## src/rtl/cct_conditioner.sv

```systemverilog
// Ambient-light CCT conditioner: polls the sensor, clamps and EMA-filters the
// returned colour temperature, and forwards only settled changes downstream.
module cct_conditioner #(
   parameter int unsigned CLK_FREQ       = 50_000_000,
   parameter int unsigned POLL_CYCLES    = 5_000_000,
   parameter int unsigned TIMEOUT_CYCLES = 1_000_000,
   parameter logic [15:0] CCT_MIN        = 16'd3000,
   parameter logic [15:0] CCT_MAX        = 16'd8000,
   parameter logic [15:0] CCT_DEFAULT    = 16'd6500,
   parameter int unsigned ALPHA_SHIFT    = 2,
   parameter logic [15:0] HYST           = 16'd100,
   parameter int unsigned SETTLE_CNT     = 3
) (
   input  logic        i_clk,
   input  logic        i_rst,
   input  logic        i_enable,
   output logic        o_read_req,
   input  logic        i_als_busy,
   input  logic [15:0] i_cct_in,
   input  logic        i_cct_in_valid,
   output logic [15:0] o_cct_out,
   output logic        o_cct_out_valid,
   input  logic        i_cct_out_ready,
   output logic        o_timeout_pulse
);

   // Counters are sized for the longer interval, never below one second of clocks.
   localparam int unsigned CNT_SPAN = (POLL_CYCLES > TIMEOUT_CYCLES) ? POLL_CYCLES : TIMEOUT_CYCLES;
   localparam int unsigned CNT_W    = $clog2(((CNT_SPAN > CLK_FREQ) ? CNT_SPAN : CLK_FREQ) + 1);
   localparam logic [CNT_W-1:0] POLL_LAST    = CNT_W'(POLL_CYCLES - 1);
   localparam logic [CNT_W-1:0] TIMEOUT_LAST = CNT_W'(TIMEOUT_CYCLES - 1);
   localparam logic [CNT_W-1:0] CNT_ONE      = CNT_W'(1);
   localparam int unsigned SET_W = $clog2(SETTLE_CNT + 1);
   localparam logic [SET_W-1:0] SETTLE_MAX = SET_W'(SETTLE_CNT);
   localparam logic [SET_W-1:0] SET_ONE    = SET_W'(1);

   typedef enum logic [2:0] {
      S_IDLE      = 3'd0,
      S_REQ       = 3'd1,
      S_WAIT_DATA = 3'd2,
      S_FILTER    = 3'd3,
      S_COMPARE   = 3'd4,
      S_OUTPUT    = 3'd5
   } state_t;

   function automatic logic [15:0] f_clamp(input logic [15:0] v);
      if (v < CCT_MIN) begin
         return CCT_MIN;
      end else if (v > CCT_MAX) begin
         return CCT_MAX;
      end else begin
         return v;
      end
   endfunction

   state_t             r_state;
   state_t             w_state_nxt;
   logic [CNT_W-1:0]   r_poll_cnt;
   logic [CNT_W-1:0]   r_wait_cnt;
   logic [15:0]        r_sample;
   logic [15:0]        r_filt;
   logic [15:0]        r_cct_out;
   logic               r_out_valid;
   logic               r_read_req;
   logic               r_timeout;
   logic               r_primed;
   logic               r_first;
   logic [SET_W-1:0]   r_settle;

   logic               w_fire_req;
   logic               w_take;
   logic               w_timeout;
   logic               w_commit;
   logic               w_release;
   logic signed [16:0] w_diff;
   logic signed [16:0] w_step;
   logic [15:0]        w_filt_ema;
   logic [15:0]        w_dist;
   logic               w_out_band;
   logic [SET_W-1:0]   w_settle_nxt;
   logic               w_commit_ok;

   // Arithmetic shift of the signed error gives floor rounding of the EMA step.
   assign w_diff       = $signed({1'b0, r_sample}) - $signed({1'b0, r_filt});
   assign w_step       = w_diff >>> ALPHA_SHIFT;
   assign w_filt_ema   = r_filt + 16'(w_step);
   assign w_dist       = (r_filt >= r_cct_out) ? (r_filt - r_cct_out) : (r_cct_out - r_filt);
   assign w_out_band   = (w_dist >= HYST);
   assign w_settle_nxt = w_out_band ? ((r_settle == SETTLE_MAX) ? SETTLE_MAX : (r_settle + SET_ONE))
                                    : {SET_W{1'b0}};
   assign w_commit_ok  = r_first | (w_settle_nxt == SETTLE_MAX);

   // State register.
   always_ff @(posedge i_clk) begin
      if (i_rst) begin
         r_state <= S_IDLE;
      end else begin
         r_state <= w_state_nxt;
      end
   end

   // Next-state decode and one-cycle control strobes.
   always_comb begin
      w_state_nxt = r_state;
      w_fire_req  = 1'b0;
      w_take      = 1'b0;
      w_timeout   = 1'b0;
      w_commit    = 1'b0;
      w_release   = 1'b0;
      case (r_state)
         S_IDLE: begin
            if (r_poll_cnt == POLL_LAST) begin
               w_state_nxt = S_REQ;
            end else begin
               w_state_nxt = S_IDLE;
            end
         end
         S_REQ: begin
            if (i_enable && !i_als_busy) begin
               w_fire_req  = 1'b1;
               w_state_nxt = S_WAIT_DATA;
            end else begin
               w_state_nxt = S_REQ;
            end
         end
         S_WAIT_DATA: begin
            if (i_cct_in_valid) begin
               w_take      = 1'b1;
               w_state_nxt = S_FILTER;
            end else if (r_wait_cnt == TIMEOUT_LAST) begin
               w_timeout   = 1'b1;
               w_state_nxt = S_IDLE;
            end else begin
               w_state_nxt = S_WAIT_DATA;
            end
         end
         S_FILTER: begin
            w_state_nxt = S_COMPARE;
         end
         S_COMPARE: begin
            if (w_commit_ok) begin
               w_commit    = 1'b1;
               w_state_nxt = S_OUTPUT;
            end else begin
               w_state_nxt = S_IDLE;
            end
         end
         S_OUTPUT: begin
            if (i_cct_out_ready) begin
               w_release   = 1'b1;
               w_state_nxt = S_IDLE;
            end else begin
               w_state_nxt = S_OUTPUT;
            end
         end
         default: begin
            w_state_nxt = S_IDLE;
         end
      endcase
   end

   // Poll and wait timers restart from zero on every entry to their state.
   always_ff @(posedge i_clk) begin
      if (i_rst) begin
         r_poll_cnt <= {CNT_W{1'b0}};
         r_wait_cnt <= {CNT_W{1'b0}};
      end else begin
         r_poll_cnt <= (r_state == S_IDLE)      ? (r_poll_cnt + CNT_ONE) : {CNT_W{1'b0}};
         r_wait_cnt <= (r_state == S_WAIT_DATA) ? (r_wait_cnt + CNT_ONE) : {CNT_W{1'b0}};
      end
   end

   // Sample capture, filter, settle tracking and the registered outputs.
   always_ff @(posedge i_clk) begin
      if (i_rst) begin
         r_sample    <= CCT_DEFAULT;
         r_filt      <= CCT_DEFAULT;
         r_cct_out   <= CCT_DEFAULT;
         r_out_valid <= 1'b0;
         r_read_req  <= 1'b0;
         r_timeout   <= 1'b0;
         r_primed    <= 1'b0;
         r_first     <= 1'b0;
         r_settle    <= {SET_W{1'b0}};
      end else begin
         r_read_req <= w_fire_req;
         r_timeout  <= w_timeout;
         if (w_take) begin
            r_sample <= f_clamp(i_cct_in);
         end
         if (r_state == S_FILTER) begin
            if (!r_primed) begin
               r_filt   <= r_sample;
               r_primed <= 1'b1;
               r_first  <= 1'b1;
            end else begin
               r_filt   <= w_filt_ema;
            end
         end
         if (r_state == S_COMPARE) begin
            r_first <= 1'b0;
            if (w_commit) begin
               r_cct_out   <= r_filt;
               r_out_valid <= 1'b1;
               r_settle    <= {SET_W{1'b0}};
            end else begin
               r_settle    <= w_settle_nxt;
            end
         end
         if (w_release) begin
            r_out_valid <= 1'b0;
         end
      end
   end

   assign o_read_req      = r_read_req;
   assign o_timeout_pulse = r_timeout;
   assign o_cct_out       = r_cct_out;
   assign o_cct_out_valid = r_out_valid;

endmodule

```

## config.mk

```make
export PLATFORM = sky130hd
export DESIGN_NAME = cct_conditioner
export DESIGN_NICKNAME = d
export VERILOG_FILES = /design/src/rtl/cct_conditioner.sv
export SDC_FILE = /design/constraint.sdc
export NUM_CORES = 1
export LEC_CHECK = 0
export ABC_AREA = 1
export BUFFER_PORTS_ARGS = -buffer_cell sky130_fd_sc_hd__buf_2
export CORE_MARGIN = 2
export CORE_UTILIZATION = 57
export DETAILED_ROUTE_END_ITERATION = 10
export PLACE_DENSITY = 0.78
export SKIP_LAST_GASP = 1
export SLEW_MARGIN = 10
export SYNTH_ARGS = -nofsm -noshare
export SYNTH_HDL_FRONTEND = slang
export SYNTH_SLANG_ARGS = --single-unit
export TNS_END_PERCENT = 30
```

## constraint.sdc

```tcl
create_clock -name i_clk -period 3.75 [get_ports i_clk]
set_clock_uncertainty 0.15 [all_clocks]
set_input_delay 0.1875 -clock i_clk [delete_from_list [all_inputs] [get_ports i_clk]]
set_output_delay 0.1875 -clock i_clk [all_outputs]
set_load 0.05 [all_outputs]
```

* Word level (Yosys, flattened, before mapping)
Cells that the tools add are included.
** Operators by class
- Multiplexer cells :: 22
- Reductions and logical operators :: 11
- Equality and inequality tests :: 9
- Bitwise operators :: 5
- $add $sub $neg :: 7
- Magnitude comparators :: 4
** Operators with widths (count)
- 16-bit two-way mux :: 4
- 26-bit by 1-bit adder with 26-bit output (second input constant) :: 2
- 16-bit subtractor :: 2
- 26-bit by 20-bit == test with 1-bit output (second input constant) :: 1
- 26-bit by 23-bit == test with 1-bit output (second input constant) :: 1
- 3-bit one-hot mux with 6 select lines :: 1
- 16-bit by 16-bit subtractor with 17-bit output :: 1
- 16-bit adder :: 1
- 16-bit >= comparator :: 1
- 16-bit by 7-bit >= comparator with 1-bit output (second input constant) :: 1
- 16-bit by 13-bit greater-than comparator with 1-bit output (second input constant) :: 1
- 16-bit by 12-bit less-than comparator with 1-bit output (second input constant) :: 1
- 2-bit two-way mux :: 6
- 2-bit OR reduction :: 5
- 1-bit two-way mux :: 9
- 3-bit by 2-bit == test with 1-bit output (second input constant) :: 2
- 3-bit == test (second input constant) :: 2
- 3-bit two-way mux :: 2
- 2-bit == test (second input constant) :: 2
- 1-bit NOT :: 4
- 2-bit AND reduction :: 2
- 3-bit by 1-bit == test with 1-bit output (second input constant) :: 1
- 3-bit logical NOT :: 1
- 3-bit OR reduction :: 1
- 4 further kinds :: 4
** Storage, ports and cells
- Output and inout port bits :: 19
- Bits in registers :: 110
- Input port bits :: 22
- Logic and storage cells :: 70

* Depth between registers and ports, before layout
- Depth after elaboration :: 9
- Gate-level depth with buffers :: 23
- Gate-level depth less buffers :: 23

* Least setup slack after synthesis
No wires, ideal clock.
- Path type :: register to register
- From :: register r_filt[1]
- To :: register r_filt[13]
- Buffers on the path :: 0
- Data required time :: 3.468 ns
- Cell stages (with the launch flop) :: 24
- Setup time :: 0.132 ns
- Setup slack :: 0.155 ns
- Arrival time :: 3.313 ns
- Clock period less this slack :: 3.595 ns
- Cell sequence :: dfxtp_1 -> inv_1 -> ha_1 -> a21o_1 -> a21o_1 -> a21o_1 -> nand2_1 -> nand2_1 -> nand2_1 -> nand2_1 -> xor2_1 -> inv_1 -> ha_1 -> inv_1 -> nor3_1 -> nand2_1 -> nand2_1 -> inv_1 -> o21ai_0 -> a21oi_1 -> o21ai_0 -> xor2_1 -> o21ai_0 -> a21oi_1
** On the way
- Word-level cells in the longest chain between the ends :: 3
** Ends and longest elaborated chain
- from (decl) :: line 61 : logic [15:0] r_filt;
- from (signal assigned) :: line 193 : r_filt <= r_sample;
- from (signal assigned) :: line 197 : r_filt <= w_filt_ema;
- 16-bit by 16-bit subtractor with 17-bit output :: line 84 : assign w_diff = $signed({1'b0, r_sample}) - $signed({1'b0, r_filt});
- 16-bit adder (*) :: line 86 : assign w_filt_ema = r_filt + 16'(w_step);
- 16-bit two-way mux (*) :: line 192 : if (!r_primed) begin
Mark *: on every way between the ends. The rest lies on a longest branch, timed or not.
A chain may end at the register's enable or synchronous reset.

* Worst setup path in the final report
- From :: register r_filt[1]
- To :: register r_filt[15]
Same word-level chain as after synthesis.

==> results.ini <==
[global_routing]
antenna_found_initial=0
grt.total_usage_pct=27.9
grt_pass1_vias=7780
grt_first_pass_wirelength_um=34400
grt.overflow.total=0
grt_max_degree=35

[yosys]
ys_ff_latch=110
ys.warnings.count=0
syn_inst=1312
syn_nets=1400
yosysSeqAreaShare_pct=26.9
syn_avg_cell_area_um2=6.25
syn_area_um2=8200
yosysUniqueCellTypes=47

[floorplan]
initial_core_util_pct=58.6
fp.dieW_um=124
die_h_um=124
coreArea_um2=14000
rows=43
ioPinCount=41
dieArea_um2=15400

[drt]
post-route-drc-count=0
firstDrtPassIters=6
ant_nets=0
wire_per_inst_um=13.1
first_iter_violations=546
viasPerCell=5.39
wl_um=20500
via_count=8417

[layout]
final_common_cell=nand2_1
nets=1464
num-fill-cells=1296
final_cell_mix=356 x nand2_1, 238 x inv_1, 103 x a21oi_1
fin_util_pct=66.1
diodes=0
drive_gt1_share_pct=9.78
syn_to_final_growth_pct=12.8

[pwr]
powerDensity_nw_per_um2=240
finalPower_mw=2.22
switchingPower_uw=483
ir_worst_vdd_v=0.000202
seqPwrFrac_pct=52.8
swShare_pct=21.7
p_leak_nw=4.57
pwr-share-clk_pct=44.5
combPwrFrac_pct=2.8
p_int_mw=1.74

[sta]
tightest_slew_ps=1050
rsz0062_at_grt=yes
max_freq_ghz=0.272
maxSlewViolCount=0
setup_viol=0
hold-worst-slack_ps=38.5
setup_tns_ps=0
relSlewSlack_pct=30.0
min_period_ps=3680
period_share_pct=98.1
hold_viol_final=0

[status]
status=finished clean

[clock_network]
clockBufferDepth=2
clock_latency_ps=350
htreeDepth=3
cts_sinks=110
clk_pin_slew_ps=80
cts_buffers=9
cts_tree=yes
clock-root-buffer=clkbuf_16

[worst_setup_path]
crit_fanout=4
arrival_ps=3750
crit_path_cell_trace=inv_2, ha_4, a21o_1, a21o_1, a21oi_2, o21bai_1, buf_4, a21oi_4, o21ai_2, a21oi_2, xor2_1, ha_1, a21oi_2, o21ai_1, a21oi_1, and2_4, inv_2, nand2_2, nand3_2, nand2_1, a21oi_1
rrSetupSlack_ps=70
crit_top_cell=a21oi_2
crit_type=flip-flop to flip-flop
start_kind=flip-flop
r2r_start=r_filt[1]
worstSetupEndpointType=flip-flop
crit_start=r_filt[1]
slowest_stage=ha_1
slowest_delay_ps=340
critPathRequiredTime_ps=3820

[placed_design]
hpwl_um=15800
gp_congestion=0.910
io_buffers=40

[job]
drv_cap=0

[min_path]
hold_class=input port to flip-flop
min-delay-start=i_cct_in[11]

## sequential cells by signal, summed over array words and instances (netlist names)
| name | count |
|---|---|
| r_poll_cnt | 26 |
| r_wait_cnt | 26 |
| o_cct_out | 16 |
| r_filt | 16 |
| r_sample | 16 |
| r_state | 3 |
| r_settle | 2 |
| o_cct_out_valid | 1 |
| o_read_req | 1 |
| o_timeout_pulse | 1 |
| r_first | 1 |
| r_primed | 1 |
## cells by family after synthesis
logic type / synth area share (%)
xor gates and xnor gates: 3.42
DFF: 26.9
and+or+nand+nor: 33.2
buffers and inverters: 12.5
adders and majority gates: 10.3
AOI/OAI and AO/OA: 13.7
## synthesized netlist by cell type, drive strengths merged
library cell / count / share of area, %
nor3: 39 / 2.4
xor2: 20 / 2.1
nand3b: 2 / 0.18
and2: 4 / 0.31
ha: 63 / 9.6
o21a: 3 / 0.27
a41oi: 1 / 0.11
a31oi: 5 / 0.38
nor4: 9 / 0.69
nand2: 362 / 17
o21ai: 51 / 3.1
a211oi: 3 / 0.27
o41ai: 1 / 0.11
o211ai: 4 / 0.37
xnor2: 12 / 1.3
dfxtp: 110 / 27
a21o: 3 / 0.27
or2: 7 / 0.53
nand3: 94 / 5.9
nor2: 97 / 4.6
o221ai: 4 / 0.43
a221oi: 2 / 0.21
o22ai: 2 / 0.15
nor3b: 3 / 0.27
clkbuf: 15 / 0.69
nand4: 20 / 1.5
o31ai: 1 / 0.092
a2111oi: 1 / 0.11
fa: 3 / 0.73
o21bai: 4 / 0.41
inv: 243 / 11
a221o: 1 / 0.12
buf: 8 / 0.73
o2111ai: 2 / 0.21
a21oi: 113 / 7.0
## what timing repair did
action / 4_1_cts / 5_1_grt
endpoints found under the setup margin: 3 / 17
gates resized for setup: 2 / 38
setup buffers: 0 / 2
endpoints found under the hold margin: 13 / 0
hold buffers: 14 / 0
pin swaps: 0 / 16
## power by group through the flow
stage                     sequential [mW]  clock, mW  combinational, mW
after floorplan                      1.20          0             0.0282
after global placement               1.20          0             0.0501
after detailed placement             1.20          0             0.0507
after CTS                            1.17       1.00             0.0612
after global routing                 1.17       1.05             0.0689
final                                1.17      0.987             0.0615
## critical path, delay by kind of cell, from the launching register on
kind | cells | cell delay, ps
DFF | 1 | 330
and+or+nand+nor | 4 | 380
buffers and inverters | 3 | 250
AOI/OAI and AO/OA | 11 | 1620
xor gates and xnor gates | 1 | 260
adders and majority gates | 2 | 570
## final cells by class
| class | instances | area (um2) | area share, % |
|---|---|---|---|
| flip-flops and latches | 110 | 2210 | 23.9 |
| clock buffers | 10 | 239 | 2.58 |
| inverters | 243 | 916 | 9.90 |
| clock inverters | 6 | 67.6 | 0.730 |
| repair buffers | 76 | 505 | 5.46 |
| well taps | 180 | 225 | 2.43 |
| multi-input cells | 936 | 5090 | 55.0 |
## per-layer routing
metal  GRT usage (%)  routed length [um]
met1            34.7                9110
met2            48.1                9570
met3            3.66                1070
met4            12.2                 750
met5               0                   0
## final timing paths
path                   end  cells after the start
max             r_filt[15]                     21
min           r_sample[11]                      3
max reg2reg     r_filt[15]                     21
min reg2reg  r_wait_cnt[0]                      1
## through the flow
| stage | std cells | area, um2 | setup slack [ps] |
|---|---|---|---|
| after floorplan | 1312 | 8200 | 155 |
| after global placement | 1529 | 8660 | 137 |
| after detailed placement | 1529 | 8660 | 18.9 |
| after CTS | 1559 | 9110 | -17.2 |
| after global routing | 1561 | 9250 | -95.8 |
| final | 1561 | 9250 | 69.8 |
Note: power is estimated with default switching activity, not from simulation.
